### config.mk
export PLATFORM = sky130hd
export DESIGN_NAME = cpu_multisim_sink
export DESIGN_NICKNAME = d
export VERILOG_FILES = /design/src/rtl/cpu_multisim_pkg.sv /design/src/rtl/cpu_multisim_sink_sync_fifo.sv /design/src/rtl/cpu_multisim_sink.sv
export SDC_FILE = /design/constraint.sdc
export NUM_CORES = 1
export LEC_CHECK = 0
export CORE_ASPECT_RATIO = 0.5
export CORE_MARGIN = 3
export CORE_UTILIZATION = 45
export CTS_CLUSTER_DIAMETER = 120
export CTS_CLUSTER_SIZE = 20
export DETAILED_ROUTE_END_ITERATION = 8
export PLACE_DENSITY_LB_ADDON = 0.3
export SLEW_MARGIN = 30
export SYNTH_ARGS = -nofsm -noshare
export SYNTH_HDL_FRONTEND = slang
export SYNTH_HIERARCHICAL = 1
export SYNTH_SLANG_ARGS = --single-unit
### constraint.sdc
create_clock -name clk -period 3.9 [get_ports clk]
set_clock_uncertainty 0.2 [all_clocks]
set_input_delay 0.78 -clock clk [delete_from_list [all_inputs] [get_ports clk]]
set_output_delay 0.78 -clock clk [all_outputs]
set_load 0.05 [all_outputs]
### src/rtl/cpu_multisim_pkg.sv
// cpu_multisim_pkg
//   Shared definitions for the multi-CPU simulation sink: the transaction
//   word layout (CPU index in the upper half, sequence number in the lower
//   half), the sink FSM state type and the transaction word width.
package cpu_multisim_pkg;

  localparam int DATA_WIDTH = 64;

  typedef struct packed {
    logic [31:0] index;
    logic [31:0] seq;
  } txn_t;

  typedef enum logic [1:0] {
    ST_IDLE = 2'd0,
    ST_RUN  = 2'd1,
    ST_DONE = 2'd2
  } state_e;

endpackage

### src/rtl/cpu_multisim_sink_sync_fifo.sv
// sync_fifo
//   Single-clock FIFO with first-word-fall-through read data. A pushed word
//   becomes poppable on the following cycle because empty/full come from the
//   registered occupancy count.
// Ports:
//   clk, rst  - clock and asynchronous active-high reset
//   push      - write wdata this cycle (ignored when full)
//   pop       - retire the head entry this cycle (ignored when empty)
//   wdata     - word to write
//   rdata     - current head entry
//   full      - DEPTH entries held
//   empty     - no entries held
//   count     - current occupancy, 0..DEPTH
module sync_fifo #(
  parameter int WIDTH = 64,
  parameter int DEPTH = 4
) (
  input  logic                     clk,
  input  logic                     rst,
  input  logic                     push,
  input  logic                     pop,
  input  logic [WIDTH-1:0]         wdata,
  output logic [WIDTH-1:0]         rdata,
  output logic                     full,
  output logic                     empty,
  output logic [$clog2(DEPTH):0]   count
);

  localparam int AW = $clog2(DEPTH);

  logic [WIDTH-1:0] mem_q [DEPTH];
  logic [AW-1:0]    wr_ptr_q, rd_ptr_q;
  logic [AW:0]      count_q, count_d;
  logic             do_push, do_pop;

  assign full    = (count_q == (AW+1)'(DEPTH));
  assign empty   = (count_q == '0);
  assign count   = count_q;
  assign rdata   = mem_q[rd_ptr_q];
  assign do_push = push && !full;
  assign do_pop  = pop && !empty;

  always_comb begin
    count_d = count_q;
    case ({do_push, do_pop})
      2'b10:   count_d = count_q + 1'b1;
      2'b01:   count_d = count_q - 1'b1;
      default: count_d = count_q;
    endcase
  end

  // DEPTH is a power of two, so the pointers wrap by natural overflow.
  always_ff @(posedge clk or posedge rst) begin
    if (rst) begin
      wr_ptr_q <= '0;
      rd_ptr_q <= '0;
      count_q  <= '0;
    end else begin
      if (do_push) wr_ptr_q <= wr_ptr_q + 1'b1;
      if (do_pop)  rd_ptr_q <= rd_ptr_q + 1'b1;
      count_q <= count_d;
    end
  end

  // Storage needs no reset: stale entries are unreachable once the
  // pointers and count return to zero.
  always_ff @(posedge clk) begin
    if (do_push && !rst) mem_q[wr_ptr_q] <= wdata;
  end

endmodule

### src/rtl/cpu_multisim_sink.sv
// cpu_multisim_sink
//   Consumes N_TRANSACTIONS transaction words from one simulated CPU,
//   buffering them in a small FIFO and checking each popped word for the
//   expected CPU index and a contiguous sequence number.
// Ports:
//   clk, rst          - clock and asynchronous active-high reset
//   cpu_index         - index expected in the upper half of every word
//   enable            - starts reception (IDLE -> RUN)
//   drain_en          - allows one FIFO pop per cycle
//   data_vld/data_rdy - upstream valid/ready handshake
//   data              - transaction word {index, seq}
//   rx_count          - words popped and checked
//   error_count       - failed checks, saturating
//   late_data         - sticky, a word was offered after completion
//   transactions_done - high once all transactions were consumed
module cpu_multisim_sink #(
  parameter int DATA_WIDTH     = cpu_multisim_pkg::DATA_WIDTH,
  parameter int FIFO_DEPTH     = 4,
  parameter int N_TRANSACTIONS = 16
) (
  input  logic                  clk,
  input  logic                  rst,
  input  logic [31:0]           cpu_index,
  input  logic                  enable,
  input  logic                  drain_en,
  input  logic                  data_vld,
  output logic                  data_rdy,
  input  logic [DATA_WIDTH-1:0] data,
  output logic [31:0]           rx_count,
  output logic [15:0]           error_count,
  output logic                  late_data,
  output logic                  transactions_done
);

  import cpu_multisim_pkg::*;

  localparam int CW = $clog2(FIFO_DEPTH) + 1;

  state_e                state_q, state_d;
  logic [31:0]           exp_seq_q, exp_seq_d;
  logic [31:0]           rx_count_q, rx_count_d;
  logic [15:0]           err_q, err_d;
  logic                  late_q, late_d;
  logic                  done_q, done_d;

  logic                  fifo_full, fifo_empty;
  logic [CW-1:0]         fifo_count_unused;
  logic [DATA_WIDTH-1:0] fifo_rdata;
  logic                  push, pop, mismatch;
  txn_t                  head;

  // Ready depends only on registered state and the registered FIFO
  // occupancy, so it never combinationally follows data_vld.
  assign data_rdy = (state_q == ST_RUN) && !fifo_full;
  assign push     = data_vld && data_rdy;
  assign pop      = (state_q == ST_RUN) && drain_en && !fifo_empty;

  assign head     = txn_t'(fifo_rdata);
  // Index and sequence failures on the same word count as one error.
  assign mismatch = (head.index != cpu_index) || (head.seq != exp_seq_q);

  sync_fifo #(
    .WIDTH (DATA_WIDTH),
    .DEPTH (FIFO_DEPTH)
  ) u_fifo (
    .clk   (clk),
    .rst   (rst),
    .push  (push),
    .pop   (pop),
    .wdata (data),
    .rdata (fifo_rdata),
    .full  (fifo_full),
    .empty (fifo_empty),
    .count (fifo_count_unused)
  );

  // Next-state logic. The expected sequence follows the popped word rather
  // than the previous expectation, so one bad word produces one error.
  always_comb begin
    state_d    = state_q;
    exp_seq_d  = exp_seq_q;
    rx_count_d = rx_count_q;
    err_d      = err_q;
    late_d     = late_q;
    done_d     = done_q;
    case (state_q)
      ST_IDLE: begin
        if (enable) state_d = ST_RUN;
      end
      ST_RUN: begin
        if (pop) begin
          rx_count_d = rx_count_q + 32'd1;
          exp_seq_d  = head.seq + 32'd1;
          if (mismatch && (err_q != 16'hFFFF)) err_d = err_q + 16'd1;
          if (rx_count_q == 32'(N_TRANSACTIONS - 1)) begin
            state_d = ST_DONE;
            done_d  = 1'b1;
          end
        end
      end
      ST_DONE: begin
        if (data_vld) late_d = 1'b1;
      end
      default: state_d = ST_IDLE;
    endcase
  end

  always_ff @(posedge clk or posedge rst) begin
    if (rst) begin
      state_q    <= ST_IDLE;
      exp_seq_q  <= '0;
      rx_count_q <= '0;
      err_q      <= '0;
      late_q     <= 1'b0;
      done_q     <= 1'b0;
    end else begin
      state_q    <= state_d;
      exp_seq_q  <= exp_seq_d;
      rx_count_q <= rx_count_d;
      err_q      <= err_d;
      late_q     <= late_d;
      done_q     <= done_d;
    end
  end

  assign rx_count          = rx_count_q;
  assign error_count       = err_q;
  assign late_data         = late_q;
  assign transactions_done = done_q;

endmodule

**Word level (Yosys, flattened, before mapping)**

Memory sizes are Yosys's and may differ from the RTL's.
Index checks and enable logic that the tools add are counted.

- Bitwise logic cells: 1
- Multiplexer cells: 7
- Reduce and logical (&&, ||, !) cells: 20
- Add/subtract/negate cells: 7
- Equal/unequal tests: 12

Operators by type and width:

| cell | count |
|---|---|
| $add 32x1->32 const B | 2 |
| $ne 32x32->1 | 2 |
| $eq 32x4->1 const B | 1 |
| $add 16x1->16 const B | 1 |
| $ne 16x16->1 const B | 1 |
| $logic_and 1x1->1 | 8 |
| $mux 2 | 3 |
| $pmux 2 s3 | 1 |
| $pmux 3 s2 | 1 |
| $reduce_and 3->1 | 2 |
| $add 2x1->2 const B | 2 |
| $eq 2x1->1 const B | 2 |
| $eq 2x2->1 const B | 2 |
| $ne 2x1->1 const B | 2 |
| $reduce_and 2->1 | 2 |
| $reduce_and 4->1 | 1 |
| $add 3x1->3 const B | 1 |
| $eq 3x3->1 const B | 1 |
| $logic_not 1->1 | 3 |
| $logic_not 3->1 | 1 |
| $sub 3x1->3 const B | 1 |
| $logic_not 2->1 | 1 |
| $mux 1 | 2 |
| $ne 2x2->1 const B | 1 |
| 3 further kinds | 3 |

- Memories kept: 1
- Word-level logic and storage cells: 57
- Input bits: 101
- Bits in writable memories: 256
- Flip-flop bits (word level): 91
- Output and inout bits: 51

Memories:

| memory | depth | width | read ports | clocked after Yosys merged registers in | wr ports | line | RTL |
|---|---|---|---|---|---|---|---|
| u_fifo.mem_q | 4 | 64 | 1 | 0 | 1 | cpu_multisim_sink_sync_fifo.sv:31 | `logic [WIDTH-1:0] mem_q [DEPTH];` |

**Depth between registers and ports, before layout**

Gate-level depths: netlist of the first run.

- Word-level depth: 8
- Depth in mapped cells: 11
- Gate-level depth less buffers: 10

**Modules after synthesis**

The synthesis of the first run kept the hierarchy.

By module, submodules not included:

| module | area each (µm²) | seq. area each (µm²) | times used | cells an instance |
|---|---|---|---|---|
| sync_fifo | 9660.5 | 7862.5 | 1 | 372 |
| cpu_multisim_sink | 4770.8 | 2102.0 | 1 | 492 |

**Worst setup path before layout of the first run**

Ideal clock, no wire load.

- Kind: reg2reg
- Start point: register u_fifo.count_q[2], in the netlist u_fifo/count[2]
- End point: memory u_fifo.mem_q[0][0] (enable)
- Setup time: 0.429 ns
- Buffers on the path: 0
- Data arrival time: 3.732 ns
- Stages on the path, launching flop included: 6
- Data required time: 3.271 ns
- Setup slack: -0.461 ns
- Period minus slack after synthesis: 4.361 ns
- Cell sequence: dfrtp_1 nor3b_2 nor3_1 and2_1 nor3b_1 and2_1

- Cells in the longest elaborated chain, start to end: 8

Ends and longest elaborated chain:

| what | line | RTL |
|---|---|---|
| from (decl) | cpu_multisim_sink_sync_fifo.sv:33 | `logic [AW:0] count_q, count_d;` |
| from (signal assigned) | cpu_multisim_sink_sync_fifo.sv:61 | `count_q <= count_d;` |
| $eq 3x3->1 | cpu_multisim_sink_sync_fifo.sv:36 | `assign full = (count_q == (AW+1)'(DEPTH));` |
| via fifo_full | cpu_multisim_sink.sv:46 | `logic fifo_full, fifo_empty;` |
| $logic_not 1->1 | cpu_multisim_sink.sv:54 | `assign data_rdy = (state_q == ST_RUN) && !fifo_full;` |
| $logic_and 1x1->1 | cpu_multisim_sink.sv:54 |  |
| via data_rdy | cpu_multisim_sink.sv:27 | `output logic data_rdy,` |
| $logic_and 1x1->1 | cpu_multisim_sink.sv:55 | `assign push = data_vld && data_rdy;` |
| via push | cpu_multisim_sink.sv:49 | `logic push, pop, mismatch;` |
| $logic_and 1x1->1 | cpu_multisim_sink_sync_fifo.sv:40 | `assign do_push = push && !full;` |
| $logic_and 1x1->1 | cpu_multisim_sink_sync_fifo.sv:68 | `if (do_push && !rst) mem_q[wr_ptr_q] <= wdata;` |
| $mux 1 | cpu_multisim_sink_sync_fifo.sv:68 |  |
| $mux 1 (not written as such) | cpu_multisim_sink_sync_fifo.sv:68 |  |
| to (decl) | cpu_multisim_sink_sync_fifo.sv:31 |  |

The timed path passes the listed nets, and every way through them passes these cells.

**Worst setup path after layout of the first run**

- Start point: register u_fifo.rd_ptr_q[0]
- End point: register err_q[1], in the netlist error_count[1]

- Cells in the longest elaborated chain, start to end: 5
- Elaborated cells between the ends (all ways): 6
- Classes of those cells: eq/ne: 2; reduce/logical: 3; memory: 1

Ends and longest elaborated chain:

| what | line | RTL |
|---|---|---|
| from (decl) | cpu_multisim_sink_sync_fifo.sv:32 | `logic [AW-1:0] wr_ptr_q, rd_ptr_q;` |
| from (signal assigned) | cpu_multisim_sink_sync_fifo.sv:60 | `if (do_pop) rd_ptr_q <= rd_ptr_q + 1'b1;` |
| $mem_v2 4x64 | - |  |
| via fifo_rdata[57] | cpu_multisim_sink.sv:48 | `logic [DATA_WIDTH-1:0] fifo_rdata;` |
| $ne 32x32->1 | cpu_multisim_sink.sv:60 | `assign mismatch = (head.index != cpu_index) \|\| (head.seq != exp_seq_q);` |
| $logic_or 1x1->1 | cpu_multisim_sink.sv:60 |  |
| $logic_and 1x1->1 | cpu_multisim_sink.sv:94 | `if (mismatch && (err_q != 16'hFFFF)) err_d = err_q + 16'd1;` |
| $reduce_and 3->1 (no source line) | - |  |
| to (signal assigned) | cpu_multisim_sink.sv:120 | `err_q <= err_d;` |
| to (decl) | cpu_multisim_sink.sv:42 | `logic [15:0] err_q, err_d;` |

The timed path passes the listed nets, and every way through them passes these cells.
A chain may end at the register's enable or synchronous reset.

==> results.json, run 1 <==
{
  "run_status": "finished clean",
  "fp.coreArea_um2": 31000,
  "max-slew-margin-rel_pct": 55.5,
  "clk_path_buf_depth": 3,
  "post-route-period-util_pct": 91.1,
  "insertion_delay_ns": 0.54,
  "hp-class": "register to register",
  "vias": 7915,
  "multi_input_area_um2": 4260,
  "wirelength_um": 30100,
  "ys_top_cells_by_count": "256 x edfxtp_1, 105 x xor2_1, 91 x dfrtp_1",
  "finalHoldViolations": 0,
  "place_congestion": 0.799,
  "cp.arrival_ns": 3.78,
  "rsz0062_at_grt": "false",
  "post-route-util_pct": 55.6,
  "die_height_um": 133,
  "powerDensity_nw_per_um2": 636,
  "period_needed_ns": 3.55,
  "yosysTopAreaCell": "edfxtp_1",
  "avgSynthCellArea_um2": 16.7,
  "drv_cap": 0,
  "ys_seq_area_share_pct": 69.0,
  "clkTransAtPathRegs_ns": 0.09,
  "syn2layout_area_growth_pct": 19.3,
  "worst_setup_path_end_kind": "register",
  "netlist.area_leader.share_pct": 53.3,
  "drive_gt1_share_pct": 12.6,
  "grt_pass1_vias": 8111,
  "ys_seq_elements": 347,
  "synthArstFlopShare_pct": 26.2,
  "yosysWarningCount": 6,
  "pin_count": 152,
  "drcViolationCount": 0,
  "leakage_nw": 6.05,
  "place_ws_ns": 0.363,
  "crit_type": "register to register",
  "via_per_inst": 5.37,
  "dp_hpwl_um": 20500,
  "cts_hold_buf": 0,
  "vdd.ir_drop.worst_mv": 0.395,
  "antenna_found_initial": 2,
  "die_w_um": 259,
  "grt_util_all_layers_pct": 17.7,
  "synth_most_common_cell": "edfxtp_1",
  "required_ns": 4.13,
  "antenna_left": 0,
  "firstDrtPassIters": 5,
  "fmax_mhz": 281,
  "seqCellArea_um2": 9970,
  "htree_levels": 1,
  "syn-instance-count": 864,
  "post_cts_resized": 0,
  "cts-root-buf": "clkbuf_16",
  "fp.dieArea_um2": 34400,
  "synth_edf_count": 256,
  "setup_tns_ns": 0,
  "timing.final.ws_setup_ns": 0.346,
  "synth_ff_type": "edfxtp_1",
  "worst_slew_pin_slew_ns": 0.667,
  "num-fill-cells": 2448,
  "netlist_area_um2": 14400,
  "cts_tree": "done",
  "startpoint_type": "register",
  "crit_fanout": 15,
  "drtIter0Drc": 515,
  "wire_per_inst_um": 20.4,
  "cts_setup_buffers": 0,
  "overflow": 0,
  "grt_start_max_net_pins": 65,
  "start_util_pct": 46.6,
  "finalSetupViolations": 0,
  "drv_slew": 0,
  "syn_nets": 974,
  "synth.area.top_cells": "edfxtp_1 53%, dfrtp_1 16%, mux4_2 10%",
  "synth_cell_types": 41,
  "grt_pass1_wl_um": 47000,
  "port_buffers": 151,
  "rows": 45,
  "nNetsFinal": 1143,
  "numClockSinks": 347,
  "numCtsBuffers": 21
}
==> placed cells by master (no fill, tap or decap), types with 2 or more instances in the layout <==
master and n:
or2_2 2, and2_1 4, clkbuf_1 15, nand2_1 65, mux2_2 3, and2_2 4, o21ai_0 28, clkbuf_16 21
and4_1 8, buf_12 9, dfrtp_1 89, clkdlybuf4s50_1 151, mux4_2 64, ha_1 8, nor3_1 11, xnor2_1 40
buf_4 14, inv_1 9, nor4_1 27, nor3b_2 2, nand3_1 23, a21oi_1 3, nor2_1 23, and3_1 12
nor3b_1 5, xor2_1 105, diode_2 2, edfxtp_1 256, nand4_1 27
==> worst paths after layout <==
check / slack [ns] / start / cells past startpoint / end
max: 0.35 / u_fifo/rd_ptr_q[0] / 10 / error_count[1]
min: 0.27 / transactions_done / 1 / transactions_done
max reg2reg: 0.35 / u_fifo/rd_ptr_q[0] / 10 / error_count[1]
min reg2reg: 0.27 / transactions_done / 1 / transactions_done
max in group asynchronous: 2.29 / rst / 3 / rx_count[18]
min in group asynchronous: 0.40 / rst / 2 / u_fifo/wr_ptr_q[1]
==> registers in the layout, indices dropped and copies added (netlist names) <==
name / flops
u_fifo/mem_q: 256
exp_seq_q: 32
rx_count: 32
error_count: 16
u_fifo/count: 3
state_q: 2
u_fifo/rd_ptr_q: 2
u_fifo/wr_ptr_q: 2
late_data: 1
transactions_done: 1
==> critical path, stage by stage (launching register included) <==
cell	delay [ns]
dfrtp_4	0.46
buf_4	0.29
mux4_2	0.55
xor2_1	0.18
nor4_1	0.35
buf_4	0.18
nand4_1	0.15
nor4_2	0.32
buf_4	0.26
or2_2	0.16
mux2_2	0.32
==> final cells by class <==
type	count	share of cell area [%]
Antenna cell	2	0.0291
Clock buffer	36	3.38
Clock inverter	2	0.145
Inverter	12	0.298
Multi-Input combinational cell	477	24.7
Sequential cell	347	57.9
Tap cell	423	3.07
Timing Repair Buffer	174	10.4
==> cell families (layout without fill, tap and decap cells) <==
family / after synthesis / after routing / share of synthesized area [%]
flip-flops: 347 / 347 / 69.0
AND/OR/NAND/NOR: 221 / 221 / 8.31
XOR/XNOR: 145 / 145 / 8.80
multiplexers: 68 / 68 / 10.3
buffers and inverters: 40 / 224 / 1.47
AO/OA/AOI/OAI: 34 / 34 / 1.25
adder cells (fa/ha/maj): 9 / 9 / 0.832
other: 0 / 2 / 0
==> routing by layer <==
metal  vias up  share of wire [%]  global-route usage [%]
li1       3619                  -                       -
met1      4073                 45                    24.7
met2       187                 48                    29.1
met3        36                5.0                    3.44
met4         0                1.9                    3.98
met5         -                  0                       0
==> where the power goes <==
part	internal (mW)	total, mW	switching, mW
clock network	1.03	2.21	1.17
registers	4.57	4.91	0.338
logic	1.65	3.83	2.18
==> through the flow <==
step	std cells	total power [mW]	area (um^2)	hold WS, ns
floorplan	864	7.65	14400	0.258
global placement	1433	8.77	16600	0.253
detailed placement	1433	8.85	16600	0.255
CTS	1471	11.1	17200	0.276
global route	1473	11.5	17200	0.296
finish	1473	10.9	17200	0.271
(Power assumes the default switching activity.)
==> run 2: changes to the inputs <==
--- a/config.mk
+++ b/config.mk
@@ -8,7 +8,6 @@
 export CORE_ASPECT_RATIO = 0.5
 export CORE_MARGIN = 3
 export CORE_UTILIZATION = 45
-export CTS_CLUSTER_DIAMETER = 120
 export CTS_CLUSTER_SIZE = 20
 export DETAILED_ROUTE_END_ITERATION = 8
 export PLACE_DENSITY_LB_ADDON = 0.3
==> run 2 against run 1 <==
Net effect: via count is 1.3% higher; sequential share of layout area down 1.1 points; die area did not move; total power is 6.0% higher; worst hold slack lost 0.0044 ns; critical path depth is 1 lower; clock power increased by 29%; highest routed layer unchanged; core utilization up 1.1 points; cell area increased by 1.9%; global-route usage up 0.11 points; sequential cell count unchanged; maximum frequency up 0.34%.
==> results.json, run 2 (synthesis gave the netlist of run 1 again) <==
{
  "mostFrequentLayoutCells": "256 x edfxtp_1, 151 x clkdlybuf4s50_1, 105 x xor2_1",
  "fp.coreArea_um2": 31000,
  "drv_cap": 0,
  "clkTransAtPathRegs_ns": 0.07,
  "antenna_left": 0,
  "rows": 45,
  "grt_util_all_layers_pct": 17.8,
  "overflow": 0,
  "max-slew-margin-rel_pct": 55.4,
  "numCtsBuffers": 31,
  "drcViolationCount": 0,
  "hp-class": "register to register",
  "worst_slew_pin_slew_ns": 0.669,
  "cp.arrival_ns": 3.79,
  "grt_pass1_wl_um": 47400,
  "port_buffers": 151,
  "powerDensity_nw_per_um2": 662,
  "largest_reg_flops": 256,
  "run_status": "finished clean",
  "wirelength_um": 30200,
  "insertion_delay_ns": 0.57,
  "numClockSinks": 347,
  "dp_hpwl_um": 20500,
  "required_ns": 4.15,
  "leakage_nw": 6.23,
  "post-route-period-util_pct": 90.8,
  "drv_slew": 0,
  "syn2layout_area_growth_pct": 21.6,
  "cts_tree": "done",
  "start_util_pct": 46.6,
  "drive_gt1_share_pct": 14.4,
  "cts_hold_buf": 0,
  "grt_pass1_vias": 8288,
  "crit_fanout": 26,
  "place_congestion": 0.799,
  "startpoint_type": "register",
  "wire_per_inst_um": 20.3,
  "period_needed_ns": 3.54,
  "drtIter0Drc": 547,
  "fmax_mhz": 282,
  "antenna_found_initial": 2,
  "grt_start_max_net_pins": 65,
  "post_cts_resized": 0,
  "timing.final.ws_setup_ns": 0.358,
  "largest-register": "u_fifo/mem_q",
  "place_ws_ns": 0.363,
  "setup_tns_ns": 0,
  "htree_levels": 1,
  "fp.dieArea_um2": 34400,
  "final_common_cell": "edfxtp_1",
  "cts-root-buf": "clkbuf_16",
  "clk_path_buf_depth": 3,
  "pin_count": 152,
  "finalSetupViolations": 0,
  "vdd.ir_drop.worst_mv": 0.428,
  "cts_setup_buffers": 0,
  "die_height_um": 133,
  "via_per_inst": 5.37,
  "die_w_um": 259,
  "crit_type": "register to register",
  "rsz0062_at_grt": "false",
  "worst_setup_path_end_kind": "register",
  "vias": 8018,
  "finalHoldViolations": 0,
  "nNetsFinal": 1153,
  "firstDrtPassIters": 5
}
==> run 2: worst max-delay path, cell delays in order, from the launching register on <==
cell,delay (ns)
dfrtp_4,0.46
buf_12,0.22
mux4_2,0.63
xor2_1,0.25
nor4_1,0.34
nand4_1,0.22
nor4_2,0.31
buf_4,0.26
or2_2,0.17
mux2_2,0.32
==> run 2: path summary, 6_finish.rpt <==
check,to,slack (ns),startpoint,cells past startpoint
hold reg to reg,transactions_done,0.27,transactions_done,1
setup / recovery,error_count[1],0.36,u_fifo/rd_ptr_q[0],9
min in group asynchronous,u_fifo/wr_ptr_q[0],0.38,rst,2
setup reg to reg,error_count[1],0.36,u_fifo/rd_ptr_q[0],9
hold / removal,transactions_done,0.27,transactions_done,1
max in group asynchronous,rx_count[8],2.30,rst,3
==> run 2: layer usage <==
layer  track usage (%)  share of wire [%]  routed length, um
met4              4.26                2.0                614
met5                 0                  0                  0
met2              29.4                 48              14500
met1              24.7                 45              13700
met3              3.42                4.5               1360
==> run 2: through the flow <==
stage               util (%)  instance area, um^2  hold slack, ns  total power [mW]  std cells
CTS                     56.7                17500           0.272              11.7       1490
global route            56.7                17500           0.290              12.2       1492
detailed placement      53.6                16600           0.255              8.85       1433
floorplan                  -                14400           0.258              7.65        864
global placement        53.6                16600           0.253              8.77       1433
finish                  56.7                17500           0.267              11.6       1492
==> run 2: cell type report <==
type / count / area, um^2
Clock buffer: 39 / 806
Fill cell: 2430 / 13400
Inverter: 12 / 51.3
Clock inverter: 18 / 131
Timing Repair Buffer: 174 / 1800
Sequential cell: 347 / 9970
Tap cell: 423 / 529
Multi-Input combinational cell: 477 / 4260
Antenna cell: 2 / 5.00
==> run 2: power by group <==
part           switching (mW)  leakage [nW]  internal [mW]  total, mW
registers               0.339          3.49           4.58       4.92
clock network            1.31         0.461           1.54       2.85
logic                    2.19          2.28           1.65       3.84
total                    3.84          6.23           7.77       11.6
